**config.mk**
```make
export PLATFORM = sky130hd
export DESIGN_NAME = muldiv_unit
export DESIGN_NICKNAME = d
export VERILOG_FILES = /design/src/rtl/muldiv_unit.sv
export SDC_FILE = /design/constraint.sdc
export NUM_CORES = 1
export LEC_CHECK = 0
export BUFFER_PORTS_ARGS = -buffer_cell sky130_fd_sc_hd__buf_2
export CORE_UTILIZATION = 45
export DETAILED_ROUTE_END_ITERATION = 10
export PLACE_DENSITY = 0.69
export SYNTH_ARGS = -nofsm -noshare
export SYNTH_HDL_FRONTEND = slang
export SYNTH_SLANG_ARGS = --single-unit
```
**constraint.sdc**
```tcl
create_clock -name clk -period 2.92 [get_ports clk]
set_clock_uncertainty 0.2 [all_clocks]
set_input_delay 0.292 -clock clk [delete_from_list [all_inputs] [get_ports clk]]
set_output_delay 0.292 -clock clk [all_outputs]
set_load 0.01 [all_outputs]
```
**src/rtl/muldiv_unit.sv**
```systemverilog
// -----------------------------------------------------------------------------
// muldiv_unit
//   Iterative multiply/divide unit holding the architectural HI/LO registers.
//   It executes MULT/MULTU/DIV/DIVU over WIDTH radix-2 steps and services
//   MTHI/MTLO writes while idle. busy feeds the pipeline stall so dependent
//   MFHI/MFLO and new multiply/divide instructions wait for the result.
//
// Ports
//   clk     in   1      rising-edge clock
//   rst_n   in   1      synchronous active-low reset
//   start   in   1      launch an op (accepted only when idle)
//   op      in   2      00 MULT, 01 MULTU, 10 DIV, 11 DIVU
//   rs_val  in   WIDTH  multiplicand / dividend
//   rt_val  in   WIDTH  multiplier / divisor
//   hi_we   in   1      MTHI write strobe
//   lo_we   in   1      MTLO write strobe
//   wdata   in   WIDTH  MTHI/MTLO write data
//   busy    out  1      op in flight
//   done    out  1      one-cycle pulse when HI/LO were written by an op
//   hi      out  WIDTH  HI register
//   lo      out  WIDTH  LO register
// -----------------------------------------------------------------------------
module muldiv_unit #(
    parameter int WIDTH = 32
) (
    input  logic             clk,
    input  logic             rst_n,
    input  logic             start,
    input  logic [1:0]       op,
    input  logic [WIDTH-1:0] rs_val,
    input  logic [WIDTH-1:0] rt_val,
    input  logic             hi_we,
    input  logic             lo_we,
    input  logic [WIDTH-1:0] wdata,
    output logic             busy,
    output logic             done,
    output logic [WIDTH-1:0] hi,
    output logic [WIDTH-1:0] lo
);

    localparam int CW = $clog2(WIDTH + 1);

    typedef enum logic [1:0] {
        IDLE = 2'd0,
        RUN  = 2'd1,
        FIN  = 2'd2
    } state_t;

    state_t state;
    state_t state_next;

    logic [CW-1:0]      cnt;
    logic [WIDTH-1:0]   opa;
    logic [WIDTH-1:0]   opb;
    logic               neg_a;
    logic               neg_b;
    logic               is_div;
    logic               div_zero;
    logic [2*WIDTH-1:0] acc;
    logic [WIDTH-1:0]   rem;

    logic               accept;
    logic               step;
    logic               finish;
    logic               mt_ok;

    logic               rs_neg;
    logic               rt_neg;
    logic [WIDTH-1:0]   rs_mag;
    logic [WIDTH-1:0]   rt_mag;

    logic [WIDTH:0]     mul_sum;
    logic [2*WIDTH-1:0] mul_next;
    logic [WIDTH:0]     div_shift;
    logic               div_ge;
    logic [WIDTH-1:0]   div_rem_next;
    logic [WIDTH-1:0]   div_q_next;

    logic [2*WIDTH-1:0] prod_fix;
    logic [WIDTH-1:0]   quot_fix;
    logic [WIDTH-1:0]   rem_fix;
    logic [WIDTH-1:0]   res_hi;
    logic [WIDTH-1:0]   res_lo;

    // busy is a pure decode of the state register, so it is glitch-free and
    // drops in the same cycle that done rises.
    assign busy = (state != IDLE);

    // State register. Reset wins over everything, which is also how an
    // in-flight op gets aborted without ever reaching FIN.
    always_ff @(posedge clk) begin
        if (!rst_n) begin
            state <= IDLE;
        end else begin
            state <= state_next;
        end
    end

    // Next-state and control strobes. RUN lasts exactly WIDTH cycles: it
    // exits on the edge at which cnt becomes WIDTH. MTHI/MTLO are only
    // honoured when idle and no op is being launched, so start always wins.
    always_comb begin
        state_next = state;
        accept     = 1'b0;
        step       = 1'b0;
        finish     = 1'b0;
        mt_ok      = 1'b0;
        unique case (state)
            IDLE: begin
                if (start) begin
                    accept     = 1'b1;
                    state_next = RUN;
                end else begin
                    mt_ok = 1'b1;
                end
            end
            RUN: begin
                step = 1'b1;
                if (cnt == CW'(WIDTH - 1)) begin
                    state_next = FIN;
                end
            end
            FIN: begin
                finish     = 1'b1;
                state_next = IDLE;
            end
            default: begin
                state_next = IDLE;
            end
        endcase
    end

    // Operand conditioning at launch: signed ops (op[0]==0) iterate on
    // magnitudes and remember the signs; unsigned ops use the raw values.
    always_comb begin
        rs_neg = ~op[0] & rs_val[WIDTH-1];
        rt_neg = ~op[0] & rt_val[WIDTH-1];
        rs_mag = rs_neg ? -rs_val : rs_val;
        rt_mag = rt_neg ? -rt_val : rt_val;
    end

    // One radix-2 iteration for each algorithm.
    // Multiply: the low half of acc starts as the multiplier and is consumed
    // LSB first while the product grows into the high half; the extra carry
    // bit of mul_sum shifts down into the top of acc.
    // Divide: restoring division. The low half of acc starts as the dividend
    // and fills with quotient bits from the right; the shifted partial
    // remainder needs WIDTH+1 bits, but after the conditional subtract it is
    // always smaller than the divisor, so WIDTH bits are enough to store it.
    // With a zero divisor the remainder may overflow and is discarded, as
    // the result is overridden at FIN anyway.
    always_comb begin
        mul_sum      = {1'b0, acc[2*WIDTH-1:WIDTH]} + (acc[0] ? {1'b0, opa} : '0);
        mul_next     = {mul_sum, acc[WIDTH-1:1]};
        div_shift    = {rem, acc[WIDTH-1]};
        div_ge       = (div_shift >= {1'b0, opb});
        div_rem_next = WIDTH'(div_ge ? (div_shift - {1'b0, opb}) : div_shift);
        div_q_next   = {acc[WIDTH-2:0], div_ge};
    end

    // Final sign correction and result selection. The signed overflow case
    // (most negative / -1) needs no special path: negating the magnitude
    // quotient 2^(WIDTH-1) wraps back onto itself and the remainder is zero.
    // For divide by zero, -|rs| (or |rs| when non-negative) reproduces the
    // dividend exactly as issued.
    always_comb begin
        prod_fix = (neg_a ^ neg_b) ? -acc : acc;
        quot_fix = (neg_a ^ neg_b) ? -acc[WIDTH-1:0] : acc[WIDTH-1:0];
        rem_fix  = neg_a ? -rem : rem;
        res_hi   = prod_fix[2*WIDTH-1:WIDTH];
        res_lo   = prod_fix[WIDTH-1:0];
        if (is_div) begin
            if (div_zero) begin
                res_lo = '1;
                res_hi = neg_a ? -opa : opa;
            end else begin
                res_lo = quot_fix;
                res_hi = rem_fix;
            end
        end
    end

    // Datapath and architectural registers. Operands are captured only on
    // accept, so a start pulse during RUN/FIN has no effect. HI/LO change
    // only on reset, at FIN, or on an accepted MTHI/MTLO.
    always_ff @(posedge clk) begin
        if (!rst_n) begin
            hi       <= '0;
            lo       <= '0;
            done     <= 1'b0;
            cnt      <= '0;
            opa      <= '0;
            opb      <= '0;
            neg_a    <= 1'b0;
            neg_b    <= 1'b0;
            is_div   <= 1'b0;
            div_zero <= 1'b0;
            acc      <= '0;
            rem      <= '0;
        end else begin
            done <= 1'b0;
            if (accept) begin
                opa      <= rs_mag;
                opb      <= rt_mag;
                neg_a    <= rs_neg;
                neg_b    <= rt_neg;
                is_div   <= op[1];
                div_zero <= (rt_val == '0);
                cnt      <= '0;
                rem      <= '0;
                acc      <= {{WIDTH{1'b0}}, (op[1] ? rs_mag : rt_mag)};
            end else if (step) begin
                cnt <= cnt + CW'(1);
                if (is_div) begin
                    rem              <= div_rem_next;
                    acc[WIDTH-1:0]   <= div_q_next;
                end else begin
                    acc <= mul_next;
                end
            end else if (finish) begin
                hi   <= res_hi;
                lo   <= res_lo;
                done <= 1'b1;
            end else if (mt_ok) begin
                if (hi_we) begin
                    hi <= wdata;
                end
                if (lo_we) begin
                    lo <= wdata;
                end
            end
        end
    end

endmodule

```
==> results by group <==
Floorplanning
  • Die width: 205 um
  • Std cell rows: 74
  • Core Area: 40800 um2
  • Die height: 205 um
  • Die Area: 42200 um2
  • Initial core utilization: 45.6%
  • IO Count: 169

Synth
  • Synth cell types: 85
  • Share of the synthesized area in the top cell type: 25.5%
  • Synth Warn #: 0
  • Post-synth top flop: dfxtp_1
  • Post-Syn Nets: 2713
  • Synthesized area: 18600 um2
  • Syn Inst Count: 2538
  • Yosys reg bits: 237
  • Sequential share of the synthesized area: 25.5%
  • Number of synthesized flops with an enable pin: 0
  • Avg Inst Size Synth: 7.33 um2
  • Top cells by area, synth: dfxtp_1, a21oi_1, nand2_1, xnor2_1, ha_1
  • Most area-hungry cell type in the Yosys netlist: dfxtp_1
  • Async set-or-reset flop fraction in the synthesized netlist: 0%

Pwr
  • Logic pwr share: 30.3%
  • Sequential share of power: 34.1%
  • Power share of the clock group: 35.6%
  • Sw power: 3.59 mW
  • Total Power: 10.6 mW
  • Internal power: 7.03 mW
  • Worst-case vdd ir drop: 0.000386 V
  • Leak: 10.8 nW
  • Sw Share: 33.8%
  • Pwr/cell area: 432 nW/um2

Timing
  • Period utilization: 105%
  • Fmax achieved: 327 MHz
  • Slew headroom: 9.55%
  • Setup Total Neg Slack: -1930 ps
  • Worst-Margin Slew: 1360 ps
  • Fin. Hold Viols: 0
  • Minimum clock period: 3060 ps
  • Setup ws final: -141 ps
  • Final hold slack: 26.3 ps
  • RSZ-0062 raised after global routing: yes
  • Final setup viols: 35
  • Fin. max-slew vios: 0

Clocking
  • Max Buffers Root-to-Sink: 3
  • CTS buffer count: 29
  • CTS tree: yes
  • Clk root buf: clkbuf_16
  • Clock sink total: 237
  • CTS H-tree lvls: 1
  • Clock latency on the worst-skew pair: 590 ps
  • Reg clk slew, reported paths: 60 ps

Global route
  • Largest net degree at the start of global routing: 54
  • Global-route wire length before repair: 118000 um
  • Grt ovf: 0
  • GRT Util Overall: 36.2%
  • Initial antenna violation count: 4
  • Vias in the first global route: 20294

Critical path
  • Worst setup startpoint: opb[4]
  • Worst Path Arrival: 3320 ps
  • Critical-path cell list: inv_1 > ha_1 > nand4_1 > or4_4 > nor4b_4 > a211o_1 > o32ai_2 > a21o_1 > or4_4 > o311ai_2
  • Critical R2R Launch: opb[4]
  • Setup slack, reg-to-reg: -140 ps
  • Capture point of the worst path: rem[1]
  • Setup CP Type: register to register
  • FF-to-FF End: rem[1]
  • Crit path top cell by count: or4_4
  • Worst setup EP type: register
  • WP data required: 3180 ps
  • Largest stage delay, worst path: 500 ps
  • CP Max Fanout: 4
  • R2R depth: 10
  • Slowest CP cell: or4_4
  • Worst setup SP type: register

Worst hold path
  • Hold path startpoint: rs_val[9]
  • Hold Path Class: input port to register

Cells and area
  • Post-Layout Cell Count: 3520
  • Area Growth Syn to Fin: 32.1%
  • Final Util: 60.2%
  • Fin area: 24600 um2
  • Fillers: 3672
  • Share of post-route cells with drive strength above 1: 26.5%
  • Most common cell after layout, fill and taps aside: buf_4
  • Layout net count: 3143
  • Most frequent cells in the layout: buf_4, nand2_1, a21oi_1
  • N_diodes: 0

Run status
  • Failing checks: setup timing
  • Status: finished with violations

Placed design
  • # port buffers: 168
  • Dpl ws: -432 ps
  • Final Wtd Congestion: 1.02
  • Dpl hpwl: 60300 um
  • Dpl cells: 3392
  • Area after DPL: 22000 um2

Route
  • Antenna Violating Nets Remaining: 0
  • DRC: 0
  • Routed wire per std cell: 22.3 um
  • Final WL: 78400 um
  • First-iteration detailed-routing DRC count: 2271
  • Via/cell ratio: 6.18
  • Via count: 21739
  • Pre-antenna DRT Iters: 6

Flow run
  • Max Cap Violations: 0
-- worst min-delay path by stage --
stage,to,slack [ps],depth (start not counted)
detailed placement,lo[0],270,2
CTS,opa[21],0.4,4
finish,opa[9],30,4
floorplan,opa[0],240,2
global route,opa[24],40,4
global placement,cnt[1],260,2
-- timing repair --
action                                  CTS  global route
gates resized for setup                 120           106
buffers inserted                         22            17
hold buffers                             42             0
hold endpoints to repair                 57             0
pin swaps                                63            66
endpoints found under the setup margin   64            75
-- synthesized netlist by cell type, types with 40 or more instances --
library cell	instances
a21oi_1	257
and2_1	52
clkbuf_1	148
dfxtp_1	237
ha_1	70
inv_1	67
nand2_1	342
nand3_1	77
nor2_1	198
nor3_1	57
o211a_1	40
o21ai_0	167
xnor2_1	114
xor2_1	83
-- flip-flops by register name, indices dropped and copies added (netlist names) --
| signal | count |
|---|---|
| lo | 32 |
| neg_a | 1 |
| hi | 32 |
| acc | 64 |
| state | 2 |
| div_zero | 1 |
| rem | 32 |
| opb | 32 |
| opa | 32 |
| is_div | 1 |
| cnt | 6 |
| done | 1 |
| neg_b | 1 |
-- layer usage --
metal,routed length [um],global-route usage [%]
met5,31,0
met2,34500,56.2
met3,7240,5.65
met1,32200,48.0
met4,4440,19.2
-- area by class of cell --
cell class / instances / area, um2 / area share, %
Clock inverter: 10 / 129 / 0.524
Multi-Input combinational cell: 2060 / 13800 / 56.1
Sequential cell: 237 / 4780 / 19.5
Inverter: 67 / 256 / 1.04
Tap cell: 532 / 666 / 2.71
Clock buffer: 41 / 841 / 3.42
Timing Repair Buffer: 573 / 4110 / 16.7
-- power by group through the flow --
stage          sequential (mW)  clock [mW]  combinational [mW]
2_1_floorplan             3.63           0                1.66
3_3_place_gp              3.65           0                2.84
3_5_place_dp              3.66           0                2.88
4_1_cts                   3.60        3.79                3.03
5_1_grt                   3.63        3.92                3.43
6_report                  3.62        3.78                3.22
-- worst max-delay path: cells and delay by family, from the launching register on --
| kind | cells | cell delay, ps |
|---|---|---|
| and+or+nand+nor | 4 | 1420 |
| AOI/OAI and AO/OA | 4 | 630 |
| DFF | 1 | 330 |
| adders and majority gates | 1 | 310 |
| buffers and inverters | 1 | 50 |
-- cells by family after synthesis --
family / Yosys count / synth area share [%]
buffers and inverters: 241 / 5.02
adder cells (fa/ha/maj): 72 / 4.92
AND/OR/NAND/NOR: 969 / 25.5
flip-flops: 237 / 25.5
AO/OA/AOI/OAI: 751 / 25.7
multiplexers: 71 / 4.09
XOR/XNOR: 197 / 9.27
Note: power is estimated with default switching activity, not from simulation.
